File: config.mk
export PLATFORM = sky130hd
export DESIGN_NAME = apb_slave_mem_flat
export DESIGN_NICKNAME = d
export VERILOG_FILES = /design/src/rtl/apb_slave_mem_pkg.sv /design/src/rtl/apb_slave_mem_if.sv /design/src/rtl/apb_slave_mem_bank.sv /design/src/rtl/apb_slave_mem.sv /design/src/flat_wrapper.sv
export SDC_FILE = /design/constraint.sdc
export NUM_CORES = 2
export LEC_CHECK = 0
export BUFFER_PORTS_ARGS = -buffer_cell sky130_fd_sc_hd__buf_2
export CORE_MARGIN = 2
export CORE_UTILIZATION = 40
export CTS_BUF_LIST = sky130_fd_sc_hd__clkbuf_8 sky130_fd_sc_hd__clkbuf_16
export CTS_CLUSTER_DIAMETER = 100
export DETAILED_ROUTE_END_ITERATION = 6
export PLACE_DENSITY = 0.52
export SLEW_MARGIN = 25
export SYNTH_ARGS = -nofsm -noshare
export SYNTH_HDL_FRONTEND = slang
export SYNTH_SLANG_ARGS = --single-unit
export TNS_END_PERCENT = 30
File: constraint.sdc
create_clock -name hclk -period 6.07 [get_ports hclk]
set_input_delay 0.607 -clock hclk [delete_from_list [all_inputs] [get_ports hclk]]
set_output_delay 0.607 -clock hclk [all_outputs]
set_load 0.03 [all_outputs]
File: src/rtl/apb_slave_mem_pkg.sv
// Shared types and constants for the APB slave memory: FSM states, latched
// request payload and pselx decode helpers.
package apb_slave_pkg;

    localparam int unsigned NUM_BANKS = 3;
    localparam int unsigned OFFSET_W  = 12;
    localparam int unsigned DATA_W    = 32;
    localparam int unsigned ADDR_W    = 32;
    localparam int unsigned BANK_W    = 2;
    localparam int unsigned CNT_W     = 4;

    typedef enum logic [1:0] {
        IDLE  = 2'd0,
        WAIT  = 2'd1,
        READY = 2'd2
    } state_e;

    typedef struct packed {
        logic [BANK_W-1:0] bank;
        logic              write;
        logic              err;
    } req_t;

    function automatic logic [BANK_W-1:0] bank_of(input logic [NUM_BANKS-1:0] sel);
        if (sel[2])      return BANK_W'(2);
        else if (sel[1]) return BANK_W'(1);
        else             return BANK_W'(0);
    endfunction

    function automatic logic is_onehot(input logic [NUM_BANKS-1:0] sel);
        return (sel != '0) && ((sel & (sel - NUM_BANKS'(1))) == '0);
    endfunction

endpackage

File: src/rtl/apb_slave_mem_if.sv
// APB completer-side bus bundle seen by apb_slave_mem.
interface apb_slave_mem_if;
    import apb_slave_pkg::*;

    logic [NUM_BANKS-1:0] pselx;
    logic                 penable;
    logic                 pwrite;
    logic [ADDR_W-1:0]    paddr;
    logic [DATA_W-1:0]    pwdata;
    logic [DATA_W-1:0]    prdata;
    logic                 pready;
    logic                 pslverr;

    modport slave  (input  pselx, penable, pwrite, paddr, pwdata,
                    output prdata, pready, pslverr);
    modport master (output pselx, penable, pwrite, paddr, pwdata,
                    input  prdata, pready, pslverr);
endinterface

File: src/rtl/apb_slave_mem_bank.sv
// One word-addressed storage bank: reset-cleared array, synchronous write,
// combinational read.
module apb_mem_bank
    import apb_slave_pkg::*;
#(
    parameter int unsigned DEPTH = 16
) (
    input  logic                     clk,
    input  logic                     rst_n,
    input  logic                     we,
    input  logic [$clog2(DEPTH)-1:0] waddr,
    input  logic [DATA_W-1:0]        wdata,
    input  logic [$clog2(DEPTH)-1:0] raddr,
    output logic [DATA_W-1:0]        rdata
);

    logic [DATA_W-1:0] mem_q [DEPTH];
    logic [DATA_W-1:0] mem_d [DEPTH];

    always_comb begin
        mem_d = mem_q;
        if (we) mem_d[waddr] = wdata;
    end

    always_ff @(posedge clk or negedge rst_n) begin
        if (!rst_n) begin
            for (int i = 0; i < int'(DEPTH); i++) mem_q[i] <= '0;
        end else begin
            mem_q <= mem_d;
        end
    end

    assign rdata = mem_q[raddr];

endmodule

File: src/rtl/apb_slave_mem.sv
// APB completer with three one-hot-selected memory banks and a fixed number
// of wait states per access.
module apb_slave_mem
    import apb_slave_pkg::*;
#(
    parameter int unsigned DEPTH       = 16,
    parameter int unsigned WAIT_CYCLES = 0
) (
    input  logic            hclk,
    input  logic            hreset,
    apb_slave_mem_if.slave  apb
);

    localparam int unsigned AW = $clog2(DEPTH);

    state_e            state_q, state_d;
    logic [CNT_W-1:0]  cnt_q, cnt_d;
    req_t              req_q, req_d;
    logic [AW-1:0]     word_q, word_d;
    logic [DATA_W-1:0] prdata_q, prdata_d;

    logic              setup_c, abort_c, err_c, commit_c;
    logic [BANK_W-1:0] bank_c;
    logic [AW-1:0]     word_c;
    logic [DATA_W-1:0] rd_sel_c;
    logic [DATA_W-1:0] rd_data [NUM_BANKS];
    logic              unused_paddr;

    assign bank_c   = bank_of(apb.pselx);
    assign word_c   = apb.paddr[AW+1:2];
    assign err_c    = !is_onehot(apb.pselx)
                   || (apb.paddr[1:0] != 2'b00)
                   || (apb.paddr[OFFSET_W-1:0] >= OFFSET_W'(DEPTH * 4));
    assign setup_c  = (state_q == IDLE) && (apb.pselx != '0) && !apb.penable;
    assign abort_c  = (state_q != IDLE) && (!apb.penable || (apb.pselx == '0));
    assign commit_c = (state_q == READY) && !abort_c && req_q.write && !req_q.err;
    assign unused_paddr = ^apb.paddr[ADDR_W-1:OFFSET_W];

    // Read port is addressed by the live setup address so prdata loads on the setup edge
    always_comb begin
        rd_sel_c = '0;
        for (int b = 0; b < int'(NUM_BANKS); b++) begin
            if (bank_c == BANK_W'(b)) rd_sel_c = rd_data[b];
        end
    end

    for (genvar b = 0; b < int'(NUM_BANKS); b++) begin : g_bank
        apb_mem_bank #(.DEPTH(DEPTH)) u_bank (
            .clk   (hclk),
            .rst_n (hreset),
            .we    (commit_c && (req_q.bank == BANK_W'(b))),
            .waddr (word_q),
            .wdata (apb.pwdata),
            .raddr (word_c),
            .rdata (rd_data[b])
        );
    end

    always_ff @(posedge hclk or negedge hreset) begin
        if (!hreset) begin
            state_q  <= IDLE;
            cnt_q    <= '0;
            req_q    <= '0;
            word_q   <= '0;
            prdata_q <= '0;
        end else begin
            state_q  <= state_d;
            cnt_q    <= cnt_d;
            req_q    <= req_d;
            word_q   <= word_d;
            prdata_q <= prdata_d;
        end
    end

    always_comb begin
        state_d = state_q;
        unique case (state_q)
            IDLE:    if (setup_c) state_d = (WAIT_CYCLES > 0) ? WAIT : READY;
            WAIT:    if (abort_c) state_d = IDLE;
                     else if (cnt_q == CNT_W'(1)) state_d = READY;
            READY:   state_d = IDLE;
            default: state_d = IDLE;
        endcase
    end

    // Request latch, wait counter and read data register
    always_comb begin
        cnt_d    = cnt_q;
        req_d    = req_q;
        word_d   = word_q;
        prdata_d = prdata_q;
        if (setup_c) begin
            req_d.bank  = bank_c;
            req_d.write = apb.pwrite;
            req_d.err   = err_c;
            word_d      = word_c;
            cnt_d       = CNT_W'(WAIT_CYCLES);
            if (!apb.pwrite) prdata_d = err_c ? '0 : rd_sel_c;
        end else if ((state_q == WAIT) && !abort_c) begin
            cnt_d = cnt_q - CNT_W'(1);
        end
    end

    always_comb begin
        apb.pready  = 1'b0;
        apb.pslverr = 1'b0;
        if (state_q == READY) begin
            apb.pready  = 1'b1;
            apb.pslverr = req_q.err;
        end
    end

    assign apb.prdata = prdata_q;

endmodule

File: src/flat_wrapper.sv
// flat-port wrapper written by rule: the top's interface ports become plain ports
module apb_slave_mem_flat import apb_slave_pkg::*;
#(
    parameter int unsigned DEPTH       = 16,
    parameter int unsigned WAIT_CYCLES = 0
)
  (hclk, hreset, apb_pselx, apb_penable, apb_pwrite, apb_paddr, apb_pwdata, apb_prdata, apb_pready, apb_pslverr);
  apb_slave_mem_if apb_i ();
  input  logic hclk;
  input  logic hreset;
  input wire logic [$bits(apb_i.pselx)-1:0] apb_pselx;
  input wire logic [$bits(apb_i.penable)-1:0] apb_penable;
  input wire logic [$bits(apb_i.pwrite)-1:0] apb_pwrite;
  input wire logic [$bits(apb_i.paddr)-1:0] apb_paddr;
  input wire logic [$bits(apb_i.pwdata)-1:0] apb_pwdata;
  output wire logic [$bits(apb_i.prdata)-1:0] apb_prdata;
  output wire logic [$bits(apb_i.pready)-1:0] apb_pready;
  output wire logic [$bits(apb_i.pslverr)-1:0] apb_pslverr;
  assign apb_i.pselx = apb_pselx;
  assign apb_i.penable = apb_penable;
  assign apb_i.pwrite = apb_pwrite;
  assign apb_i.paddr = apb_paddr;
  assign apb_i.pwdata = apb_pwdata;
  assign apb_prdata = apb_i.prdata;
  assign apb_pready = apb_i.pready;
  assign apb_pslverr = apb_i.pslverr;
  apb_slave_mem #(.DEPTH(DEPTH), .WAIT_CYCLES(WAIT_CYCLES)) u_core (.hclk(hclk), .hreset(hreset), .apb(apb_i));
endmodule
; ---- Yosys cells after proc, flatten, opt, wreduce, memory -nomap -nowiden
; Index checks and enable logic that the tools add are counted.
; Widths: inputs -> output; s select.
[op_classes]
bitwise = 4
n_addsub = 2
reduce_logical = 30
muxes = 28
magnitude_cmp = 4
n_eq_ne = 9
[op_table]
columns = operator, count
row1 = $bwmux 512, 3
row2 = $bmux 32 s4, 3
row3 = $mux 32, 11
row4 = $demux 32 s4, 1
row5 = $ge 12x7->1 const B, 1
row6 = $logic_and 1x1->1, 12
row7 = $ge 5x5->1 const B, 2
row8 = $not 4->5, 2
row9 = $mux 2, 4
row10 = $mux 4, 2
row11 = $eq 2x1->1 const B, 3
row12 = $eq 2x2->1 const B, 3
row13 = $logic_not 2->1, 3
row14 = $logic_not 3->1, 2
row15 = $reduce_bool 2->1, 3
row16 = $lt 5x1->1 const B, 1
row17 = $eq 4x1->1 const B, 1
row18 = $logic_not 1->1, 4
row19 = $pmux 2 s2, 1
row20 = $reduce_and 2->1, 2
row21 = $sub 4x1->4 const B, 1
row22 = $and 3x3->3, 1
row23 = $logic_or 1x1->1, 3
row24 = $mux 1, 3
row25 = other kinds (5), 5
[word_totals]
reg_bits = 1582
in_bits = 71
wordCells = 132

; ---- Depth between registers and ports, before layout
[depth]
ltp_word = 8
ltp_mapped = 10
mapped_depth_nobuf = 5

; ---- Hierarchy
; A second synthesis with hierarchy kept.
[hier_totals]
hier_cells = 4442
area_unflattened_um2 = 71133.2
[by_module_without_submodules]
columns = mod, area_each_um2, n_inst, cells_per_inst, seq_area_each_um2
row1 = apb_mem_bank, 22774.3, 3, 1404, 12812.3
row2 = apb_slave_mem, 2810.2, 1, 230, 1026.0

; ---- Worst setup path after synthesis
; No wires, ideal clock.
[synth_timing]
path_kind = input port to flip-flop
startpoint = input port apb_paddr[2]
endpoint = register u_core.prdata_q[12] (netlist: u_core.apb.prdata[12])
path_stages = 8
path_buffers = 4
path_slack_ps = 3430
arrival_time_ps = 2519
cell_sequence = buf_4 > buf_6 > buf_4 > buf_2 > mux4_2 > a221oi_1 > o21ai_0 > a22o_1
[synth_via]
elab_chain_cells = 8
elab_cells_between_ends = 16
classes_between = order compare (1) / mux (13) / bitwise (1) / reduce/logical (1)
[synth_rtl]
columns = element, line_no
row1 = "start, declared", flat_wrapper.sv:14  ; input wire logic [$bits(apb_i.paddr)-1:0] apb_paddr;
row2 = $not 4->5 (not written as such), apb_slave_mem_bank.sv:33  ; assign rdata = mem_q[raddr];
row3 = $bmux 32 s4, apb_slave_mem_bank.sv:33
row4 = $mux 32 (not written as such) (2 in a row), apb_slave_mem_bank.sv:33
row5 = $mux 32 (3 in a row), apb_slave_mem.sv:43  ; if (bank_c == BANK_W'(b)) rd_sel_c = rd_data[b];
row6 = $mux 32 *, apb_slave_mem.sv:98  ; if (!apb.pwrite) prdata_d = err_c ? '0 : rd_sel_c;
row7 = "end signal, assigned", apb_slave_mem.sv:71  ; prdata_q <= prdata_d;
row8 = "end, declared", apb_slave_mem.sv:20  ; logic [DATA_W-1:0] prdata_q, prdata_d;
; Mark *: on every way between the ends. The rest lies on a longest branch, timed or not. The select of a mux whose other input is x is not followed.
; A chain may end at the register's enable or synchronous reset.

; ---- Worst setup path after layout
[layout_timing]
startpoint = register u_core.word_q[0]
endpoint = register u_core.g_bank[0].u_bank.mem_q[447] (netlist bit)
[layout_via]
elab_chain_cells = 6
elab_cells_between_ends = 7
classes_between = order compare (2) / mux (3) / bitwise (1) / reduce/logical (1)
[layout_rtl]
columns = element, line_no
row1 = "start, declared", apb_slave_mem.sv:19  ; logic [AW-1:0] word_q, word_d;
row2 = "start signal, assigned", apb_slave_mem.sv:70  ; word_q <= word_d;
row3 = $not 4->5 (not written as such) *, apb_slave_mem_bank.sv:22  ; if (we) mem_d[waddr] = wdata;
row4 = $ge 5x5->1 (not written as such) / $lt 5x1->1 (equally long branches), apb_slave_mem_bank.sv:22
row5 = $logic_and 1x1->1 (not written as such), apb_slave_mem_bank.sv:22
row6 = $mux 32 (not written as such), apb_slave_mem_bank.sv:22
row7 = $demux 32 s4 *, apb_slave_mem_bank.sv:22
row8 = $bwmux 512 *, apb_slave_mem_bank.sv:22
row9 = "end signal, assigned", apb_slave_mem_bank.sv:29  ; mem_q <= mem_d;
row10 = "end, declared", apb_slave_mem_bank.sv:17  ; logic [DATA_W-1:0] mem_q [DEPTH];
; Mark *: on every way between the ends. The rest lies on a longest branch, timed or not.

==> results_dict.tcl <==
set metrics [dict create \
    min_to "u_core.req_q[0]" \
    core_sq_mm 0.176 \
    drc 0 \
    cts_buffers 174 \
    arrival_ns 3.99 \
    synthesis.area_sq_mm 0.0710 \
    syn-num-nets 4649 \
    hp-class "in -> reg" \
    synth_warnings 0 \
    p_per_area_mw_per_mm2 280 \
    critPathLaunchType "flip-flop" \
    cap_viol_max_count 0 \
    holdPathStages 4 \
    die_w_um 425 \
    power_mw 22.2 \
    seq_area_sq_mm 0.0395 \
    postSynthCellCount 4578 \
    multi_input_area_sq_mm 0.0295 \
    die_h_um 425 \
    worstPathCellList "nand2b_1 -> nor3_1 -> nand2_2 -> buf_4 -> mux2_2" \
    pin_count 105 \
    clk_latency_ns 0.82 \
    status "complete, no violations" \
    path_depth 5 \
    cp_data_required_time_ns 6.75 \
    synth.most_common_cell "dfrtp_1" \
    crit_type "reg -> reg" \
    drt_iter0_drc 2590 \
    place.gp.congestion 0.806 \
    vdd_drop_max_uv 217 \
    hold_viol 0 \
    cts_resized 0 \
    tns_ns 0 \
    drt_pass1_iterations 5 \
    slowest_delay_ns 0.78 \
    synth_flop_cell "dfrtp_1" \
    drt_wl_total_mm 194 \
    wire_per_inst_um 27.8 \
    end_kind "flip-flop" \
    root_buffer "clkbuf_16" \
    drive_above_1_share 0.511 \
    r2r_start "u_core.word_q[0]" \
    async_flop_share 1.00 \
    rr_endpoint "u_core.g_bank[0].u_bank.mem_q[447]" \
    ant_nets 0 \
    crit_slowest_cell "nor3_1" \
    synth_top_area_frac 0.556 \
    fp-row-count 154 \
    p_leak_nw 38.9 \
    yosysTopAreaCell "dfrtp_1" \
    fin_crit_sh 0.545 \
    cts_buffer_depth 3 \
    drv_slew 0 \
    ff2ff_setup_slack_ns 2.76 \
    viasPerCell 5.66 \
    clkTransAtPathRegs_ns 0.06 \
    netlist_top_cells_count "dfrtp_1 (1577), mux2_2 (1514), mux4_2 (310), clkbuf_1 (257), mux2i_1 (173)" \
    crit_fanout 20 \
    cts.sinks 1577 \
    grt_pass1_wl_mm 291 \
    grt_pass1_vias 42000 \
    crit_family "simple AND/OR/NAND/NOR gates" \
    antenna_found_initial 16 \
    yosysSeqAreaShare 0.556 \
    grtUsageTotal 0.218 \
    grt_overflow 0 \
    yosys-top-cells-area "dfrtp_1 (56%), mux2_2 (24%), mux4_2 (9.8%)" \
    max_freq_mhz 302 \
    die-area_sq_mm 0.181 \
    rsz0062_at_grt "false" \
    ys_ff_latch 1577 \
    synth.avg_cell_area_sq_um 15.5 \
    fillCellCount 15700 \
    synth_edf_count 0 \
    hpwl_mm 114 \
    htreeDepth 4 \
    nets 4557 \
    slew_headroom 0.256 \
    path_buf_inv 1 \
    port_buffers 84 \
    ys_types 45 \
    via_count 39500 \
    worstRegToRegCells 5 \
    start_util 0.403 \
    syn_to_final_growth_pct 11.7 \
    grt_max_degree 165 \
    skew_ns 0.0295 \
    hold_start "apb_paddr[11]" \
    worst_slew_pin_slew_ns 1.11 \
    post-route-min-period_ns 3.31 \
    cts_tree "yes" \
    setup_viol 0 \
]
-- stage by stage --
step	setup slack, ns	hold slack (ns)	utilization	instance area, sq um	cells
2_1_floorplan	3.43	0.311	-	71000	4578
3_5_place_dp	2.03	0.471	0.417	73500	6647
6_report	2.76	0.190	0.450	79400	6969
3_3_place_gp	2.10	0.462	0.417	73500	6646
5_1_grt	2.61	0.196	0.450	79400	6966
4_1_cts	2.73	0.134	0.450	79300	6961
-- worst register-to-register path, delay by kind of cell, from the launching register on --
kind | cells | cell delay, ns
buffers and inverters | 1 | 0.53
DFF | 1 | 0.46
muxes | 1 | 0.31
and+or+nand+nor | 3 | 1.89
-- placed cells by master (no fill, tap or decap), types with 30 or more instances in the layout --
cell	n
a22o_1	36
buf_2	80
buf_4	106
clkbuf_16	177
clkbuf_8	52
dfrtp_1	1577
inv_1	47
mux2_1	42
mux2_2	1514
mux2i_1	173
mux4_2	310
nor3_1	49
nor4_1	30
o22ai_1	114
-- where the power goes --
part           internal, mW  total (mW)  switching, mW
logic                 0.242        1.03          0.792
clock network          6.26        10.6           4.37
registers              10.5        10.6         0.0275
-- how the worst max path moves through the flow --
| stage | start | end | slack [ns] |
|---|---|---|---|
| floorplan | apb_paddr[2] | u_core.apb.prdata[12] | 3.43 |
| global placement | apb_paddr[5] | u_core.apb.prdata[12] | 2.10 |
| detailed placement | apb_paddr[5] | u_core.apb.prdata[12] | 2.03 |
| CTS | u_core.req_q[0] | u_core.g_bank[1].u_bank.mem_q[81] | 2.73 |
| global route | u_core.word_q[0] | u_core.g_bank[0].u_bank.mem_q[429] | 2.61 |
| finish | u_core.word_q[0] | u_core.g_bank[0].u_bank.mem_q[447] | 2.76 |
-- state kept, by name, summed over array words and instances (netlist names) --
register                    cells
u_core.apb.prdata              32
u_core.g_bank.u_bank.mem_q   1536
u_core.req_q                    4
u_core.state_q                  1
u_core.word_q                   4
-- logic make-up after synthesis --
family,share of synthesized area
AO/OA/AOI/OAI,0.0265
XOR/XNOR,0.000123
multiplexers,0.369
flip-flops,0.556
buffers and inverters,0.0318
AND/OR/NAND/NOR,0.0168
-- metal layers --
layer	up-vias	wire length (um)	global-route usage
met4	0	5310	0.0647
met3	259	7540	0.0369
met2	655	93200	0.353
li1	16900	-	-
met5	-	0	0
met1	21700	87800	0.301
-- final cells by class --
| class | count | area share |
|---|---|---|
| flip-flops and latches | 1577 | 0.497 |
| multi-input cells | 2523 | 0.372 |
| clock buffers | 229 | 0.0648 |
| well taps | 2340 | 0.0369 |
| repair buffers | 207 | 0.0201 |
| clock inverters | 83 | 0.00836 |
| diodes | 7 | 0.000221 |
| inverters | 3 | 0.000142 |
-- repair_timing --
item / in CTS / in global routing
setup buffers: 0 / 0
hold buffers: 2 / 0
hold endpoints to repair: 99 / 0
Power figures use the tool's default switching activity.
